<file path="src/rtl/control_sequencer.sv">
// control_sequencer: Moore control unit for a simple bus-based datapath.
// Walks each instruction through T0..T5. Outputs are decoded from the
// current state, and from the opcode field IR[31:27] in T3/T4.
// Optional feature macro: SEQ_MEMWAIT_EN. When it is defined, T1 holds until
// Mem_ready is seen high at a rising edge. When it is undefined, T1 lasts one
// cycle and Mem_ready is ignored.
module control_sequencer (
  input  logic        Clock,
  input  logic        Reset,
  input  logic [31:0] IR,
  input  logic        Stop,
  input  logic        Mem_ready,
  output logic        PCout,
  output logic        Zlowout,
  output logic        MDRout,
  output logic        MARin,
  output logic        Zin,
  output logic        PCin,
  output logic        MDRin,
  output logic        IRin,
  output logic        Yin,
  output logic        IncPC,
  output logic        Read,
  output logic        Gra,
  output logic        Grb,
  output logic        Grc,
  output logic        Rin,
  output logic        Rout,
  output logic        ADD,
  output logic        SUB,
  output logic        AND,
  output logic        OR,
  output logic        Run
);

  typedef enum logic [2:0] {
    RST  = 3'd0,
    T0   = 3'd1,
    T1   = 3'd2,
    T2   = 3'd3,
    T3   = 3'd4,
    T4   = 3'd5,
    T5   = 3'd6,
    HALT = 3'd7
  } state_t;

  localparam logic [4:0] OP_ADD  = 5'b00011;
  localparam logic [4:0] OP_SUB  = 5'b00100;
  localparam logic [4:0] OP_AND  = 5'b00101;
  localparam logic [4:0] OP_OR   = 5'b00110;
  localparam logic [4:0] OP_HALT = 5'b11011;

  state_t     state;
  state_t     state_next;
  state_t     boundary_next;
  logic [4:0] opcode;
  logic       is_alu;
  logic       is_halt;

  // Only the opcode field is used here; the register fields go to the datapath.
`ifdef SEQ_MEMWAIT_EN
  logic unused_ir;
  assign unused_ir = ^IR[26:0];
`else
  logic unused_inputs;
  assign unused_inputs = ^{Mem_ready, IR[26:0]};
`endif

  assign opcode  = IR[31:27];
  assign is_alu  = (opcode == OP_ADD) || (opcode == OP_SUB) ||
                   (opcode == OP_AND) || (opcode == OP_OR);
  assign is_halt = (opcode == OP_HALT);

  // Register the state. Reset wins over every other input.
  always_ff @(posedge Clock) begin
    if (Reset) begin
      state <= RST;
    end else begin
      state <= state_next;
    end
  end

  // Choose the next state. Stop is sampled only at an instruction boundary.
  always_comb begin
    boundary_next = Stop ? HALT : T0;
    state_next    = state;
    unique case (state)
      RST:  state_next = T0;
      T0:   state_next = T1;
`ifdef SEQ_MEMWAIT_EN
      T1:   state_next = Mem_ready ? T2 : T1;
`else
      T1:   state_next = T2;
`endif
      T2:   state_next = T3;
      T3: begin
        if (is_alu) begin
          state_next = T4;
        end else if (is_halt) begin
          state_next = HALT;
        end else begin
          state_next = boundary_next;
        end
      end
      T4:   state_next = T5;
      T5:   state_next = boundary_next;
      HALT: state_next = HALT;
      default: state_next = RST;
    endcase
  end

  // Decode the outputs from the current state, and from the opcode in T3/T4.
  always_comb begin
    PCout   = 1'b0;
    Zlowout = 1'b0;
    MDRout  = 1'b0;
    MARin   = 1'b0;
    Zin     = 1'b0;
    PCin    = 1'b0;
    MDRin   = 1'b0;
    IRin    = 1'b0;
    Yin     = 1'b0;
    IncPC   = 1'b0;
    Read    = 1'b0;
    Gra     = 1'b0;
    Grb     = 1'b0;
    Grc     = 1'b0;
    Rin     = 1'b0;
    Rout    = 1'b0;
    ADD     = 1'b0;
    SUB     = 1'b0;
    AND     = 1'b0;
    OR      = 1'b0;
    Run     = 1'b0;
    unique case (state)
      T0: begin
        Run   = 1'b1;
        PCout = 1'b1;
        MARin = 1'b1;
        IncPC = 1'b1;
        Zin   = 1'b1;
      end
      T1: begin
        Run     = 1'b1;
        Zlowout = 1'b1;
        PCin    = 1'b1;
        Read    = 1'b1;
        MDRin   = 1'b1;
      end
      T2: begin
        Run    = 1'b1;
        MDRout = 1'b1;
        IRin   = 1'b1;
      end
      T3: begin
        Run = 1'b1;
        if (is_alu) begin
          Grb  = 1'b1;
          Rout = 1'b1;
          Yin  = 1'b1;
        end
      end
      T4: begin
        Run  = 1'b1;
        Grc  = 1'b1;
        Rout = 1'b1;
        Zin  = 1'b1;
        ADD  = (opcode == OP_ADD);
        SUB  = (opcode == OP_SUB);
        AND  = (opcode == OP_AND);
        OR   = (opcode == OP_OR);
      end
      T5: begin
        Run     = 1'b1;
        Zlowout = 1'b1;
        Gra     = 1'b1;
        Rin     = 1'b1;
      end
      default: begin
        Run = 1'b0;
      end
    endcase
  end

endmodule

</file>
<file path="config.mk">
export PLATFORM = sky130hd
export DESIGN_NAME = control_sequencer
export DESIGN_NICKNAME = d
export VERILOG_FILES = /design/src/rtl/control_sequencer.sv
export SDC_FILE = /design/constraint.sdc
export NUM_CORES = 1
export LEC_CHECK = 0
export ABC_CLOCK_PERIOD_IN_PS = 2780
export BUFFER_PORTS_ARGS = -buffer_cell sky130_fd_sc_hd__buf_4
export CORE_AREA = 4 4 41 43
export DETAILED_ROUTE_END_ITERATION = 12
export DIE_AREA = 0 0 45 47
export PLACE_DENSITY = 0.84
export SLEW_MARGIN = 20
export SYNTH_ARGS = -nofsm -noshare
export SYNTH_HDL_FRONTEND = slang
export SYNTH_SLANG_ARGS = --single-unit
</file>
<file path="constraint.sdc">
create_clock -name Clock -period 2.78 [get_ports Clock]
set_clock_uncertainty 0.2 [all_clocks]
set_input_delay 0.556 -clock Clock [delete_from_list [all_inputs] [get_ports Clock]]
set_output_delay 0.556 -clock Clock [all_outputs]
set_load 0.03 [all_outputs]
</file>
==> key figures <==
Final layout
  • Layout area overhead: 50.2%
  • Ant diodes: 0
  • Layout cells sized above 1: 45.9%
  • Non-filler instance count after layout: 89
  • FILL cells: approximately 140
  • Largest Register: state
  • Max reg flops: 3
  • Final Instance Area: between 500 and 600 µm²
  • Top flop regs: state x3
  • Nets: roughly 110
  • Fin util: between 40% and 50%

STA
  • Fin crit period: ~2.4 ns
  • Fmax: 420 MHz
  • Setup TNS: 0 ns
  • Max_slew headroom: 73.1%
  • Worst-margin pin slew: 0.400 ns
  • Setup violators final: 0
  • Tcrit/Tclk final: 85.6%
  • Fin. Hold Viols: 0
  • RSZ-0062 raised after global routing: false
  • Fin. max-slew vios: 0

Logic synthesis
  • Cell taking the most area after synthesis: dfxtp_1
  • Synth Warn #: 0
  • Top area cells in the synthesized netlist: dfxtp_1 16%, buf_4 16%, nor2b_1 6.8%
  • Synth Flop Type: dfxtp_1
  • Synth cell types: 24
  • Syn Std Cell Area: approximately 370 µm²
  • Number of flops mapped to enable cells by yosys: 0
  • #FFs+latches synth: 3
  • Syn nets: slightly below 90
  • Seq/Total Area, Yosys: 16.3%
  • Share of Yosys cell area claimed by the top area cell type: around 16%
  • Async set or reset register ratio after synthesis: 0%
  • Synthesized area per cell: roughly 7.1 µm²
  • Synth Instances: between 50 and 60

Placement
  • Placed cell count: 85
  • Placed Area: around 530 µm²
  • Port Buffer Count: 28
  • GP Congestion: 0.683

Detailed routing
  • Vias: between 400 and 500
  • Via-to-Cell Ratio: around 4.9
  • Routed Antenna Nets: 0
  • Final wirelength: about 940 µm
  • DRT Pass-1 Iters: 4
  • Drt wl/cell: ~11 µm
  • Residual DRC: 0
  • Initial DRC Count: 6

Outcome
  • Outcome: completed

CTS
  • CTS tree: done
  • Reg clk slew, reported paths: approximately 0.04 ns
  • Root buf cell: clkbuf_4
  • Setup bufs post-CTS: 0
  • PostCTS Resize Cnt: 0
  • Clock buffer depth: 2
  • Max H-tree Level: 1
  • Later-pin clock latency in the skew report: approximately 0.24 ns
  • Hold buffers post-CTS: 0
  • Num CTS Buffers: 3
  • Clock sinks: 3

Flow run
  • Max-Cap Viols: 0

Worst setup path
  • Startpoint types: flip-flop
  • Critical Path AT: 1.62 ns
  • R2r startpoint: state[1]
  • Setup crit start: state[2]
  • Worst reg2reg setup slack: 1.33 ns
  • Critical Path Sink Type: output pin
  • WS Path Type: flip-flop to output pin
  • Max FO, Critical Path: 13
  • Worst EP required: approximately 2 ns

Pwr
  • Clk network pwr share: between 40% and 50%
  • Leakage: 0.000284 µW
  • Switching share of power: between 30% and 40%
  • Internal: 125 µW
  • Net Sw Power: about 64 µW
  • Overall Power: between 150 and 200 µW
  • Gate power share: between 30% and 40%
  • Maximum VDD drop: ~100 µV
  • Seq pwr share: between 20% and 30%
  • Power density cells: between 300 and 400 nW/µm²

Die
  • Die height: ~47 µm
  • Die width: roughly 45 µm
  • Die area: about 2100 µm²
  • Core footprint: around 1300 µm²
  • Ports: 57
  • Initial Util: 28.4%
  • Row cnt: 13

Global route
  • GRT overflow: 0
  • First-pass GRT wire length: approximately 1300 µm
  • Number of global-route vias before repair: 354
  • Total GRT Usage: between 8 and 9%
  • Initial antenna violation count: 0
  • Largest net degree at the start of global routing: 14

Worst hold path
  • Worst hold path type: input port to flip-flop
  • Hold_sp: Reset
-- final timing paths --
check / end / depth (start not counted)
worst min register to register: state[0] / 1
worst min-delay path: state[1] / 2
worst max register to register: state[2] / 4
worst max-delay path: AND / 5
-- final cells by class --
| type | instances | area [µm²] | area share, % |
|---|---|---|---|
| inverter | 1 | 3.75 | 0.677 |
| sequential | 3 | 60.1 | 10.8 |
| clock buffer | 4 | 26.3 | 4.74 |
| multi-input combinational | 38 | 235 | 42.4 |
| timing repair buffer | 28 | 210 | 37.9 |
| tap | 15 | 18.8 | 3.39 |
-- through the flow --
stage | setup WS, ns | hold slack (ns)
2_1_floorplan | 0.165 | 0.372
3_3_place_gp | 0.513 | 0.362
3_5_place_dp | 0.484 | 0.373
4_1_cts | 0.387 | 0.300
5_1_grt | 0.250 | 0.305
6_report | 0.401 | 0.300
-- power groups by stage --
stage,combinational [µW],sequential (µW),clock [µW]
floorplan,44.2,46.4,0
global placement,59.7,50.1,0
detailed placement,60.6,50.2,0
CTS,60.7,49.5,79.4
global route,63.8,50.2,79.5
finish,60.4,49.5,78.9
-- cell families (layout without fill, tap and decap cells) --
logic type | count (synthesis) | count (layout) | share of synthesized area (%)
buffers and inverters | 11 | 33 | 20.0
and+or+nand+nor | 29 | 29 | 46.4
AOI/OAI and AO/OA | 9 | 9 | 17.3
DFF | 3 | 3 | 16.3
-- layout by cell type, fill, tap and decap left out, drive strengths merged, types with 2 or more instances in the layout --
| cell | synthesis | layout |
|---|---|---|
| nor3 | 4 | 4 |
| a21oi | 2 | 2 |
| nand3b | 2 | 2 |
| buf | 10 | 28 |
| nor2 | 5 | 5 |
| nor2b | 4 | 4 |
| and3 | 2 | 2 |
| dfxtp | 3 | 3 |
| clkbuf | 0 | 4 |
| nor3b | 3 | 3 |
| nand2 | 4 | 4 |
| a21boi | 2 | 2 |
| and2 | 3 | 3 |
-- synthesized netlist by cell type, types with 2 or more instances --
master,instances
a21boi_0,2
a21oi_1,2
and2_1,2
buf_2,2
buf_4,8
dfxtp_1,3
nand2_1,4
nand3b_1,2
nor2_1,5
nor2b_1,4
nor3_1,3
nor3b_1,3
-- routing by layer --
layer  up-vias  track usage [%]  part of all wire [%]
met5         -                0                     0
li1        218                -                     -
met4         0             5.26                   1.9
met2        27             16.9                    48
met1       187             6.58                    34
met3         2             1.92                    16
-- worst max-delay path, cell delays in order (launching register included) --
cell,delay [ns]
dfxtp_1,0.51
nand3b_1,0.15
nor3_1,0.20
nand2_1,0.12
nor3b_1,0.21
buf_4,0.19
(Power assumes the default switching activity.)
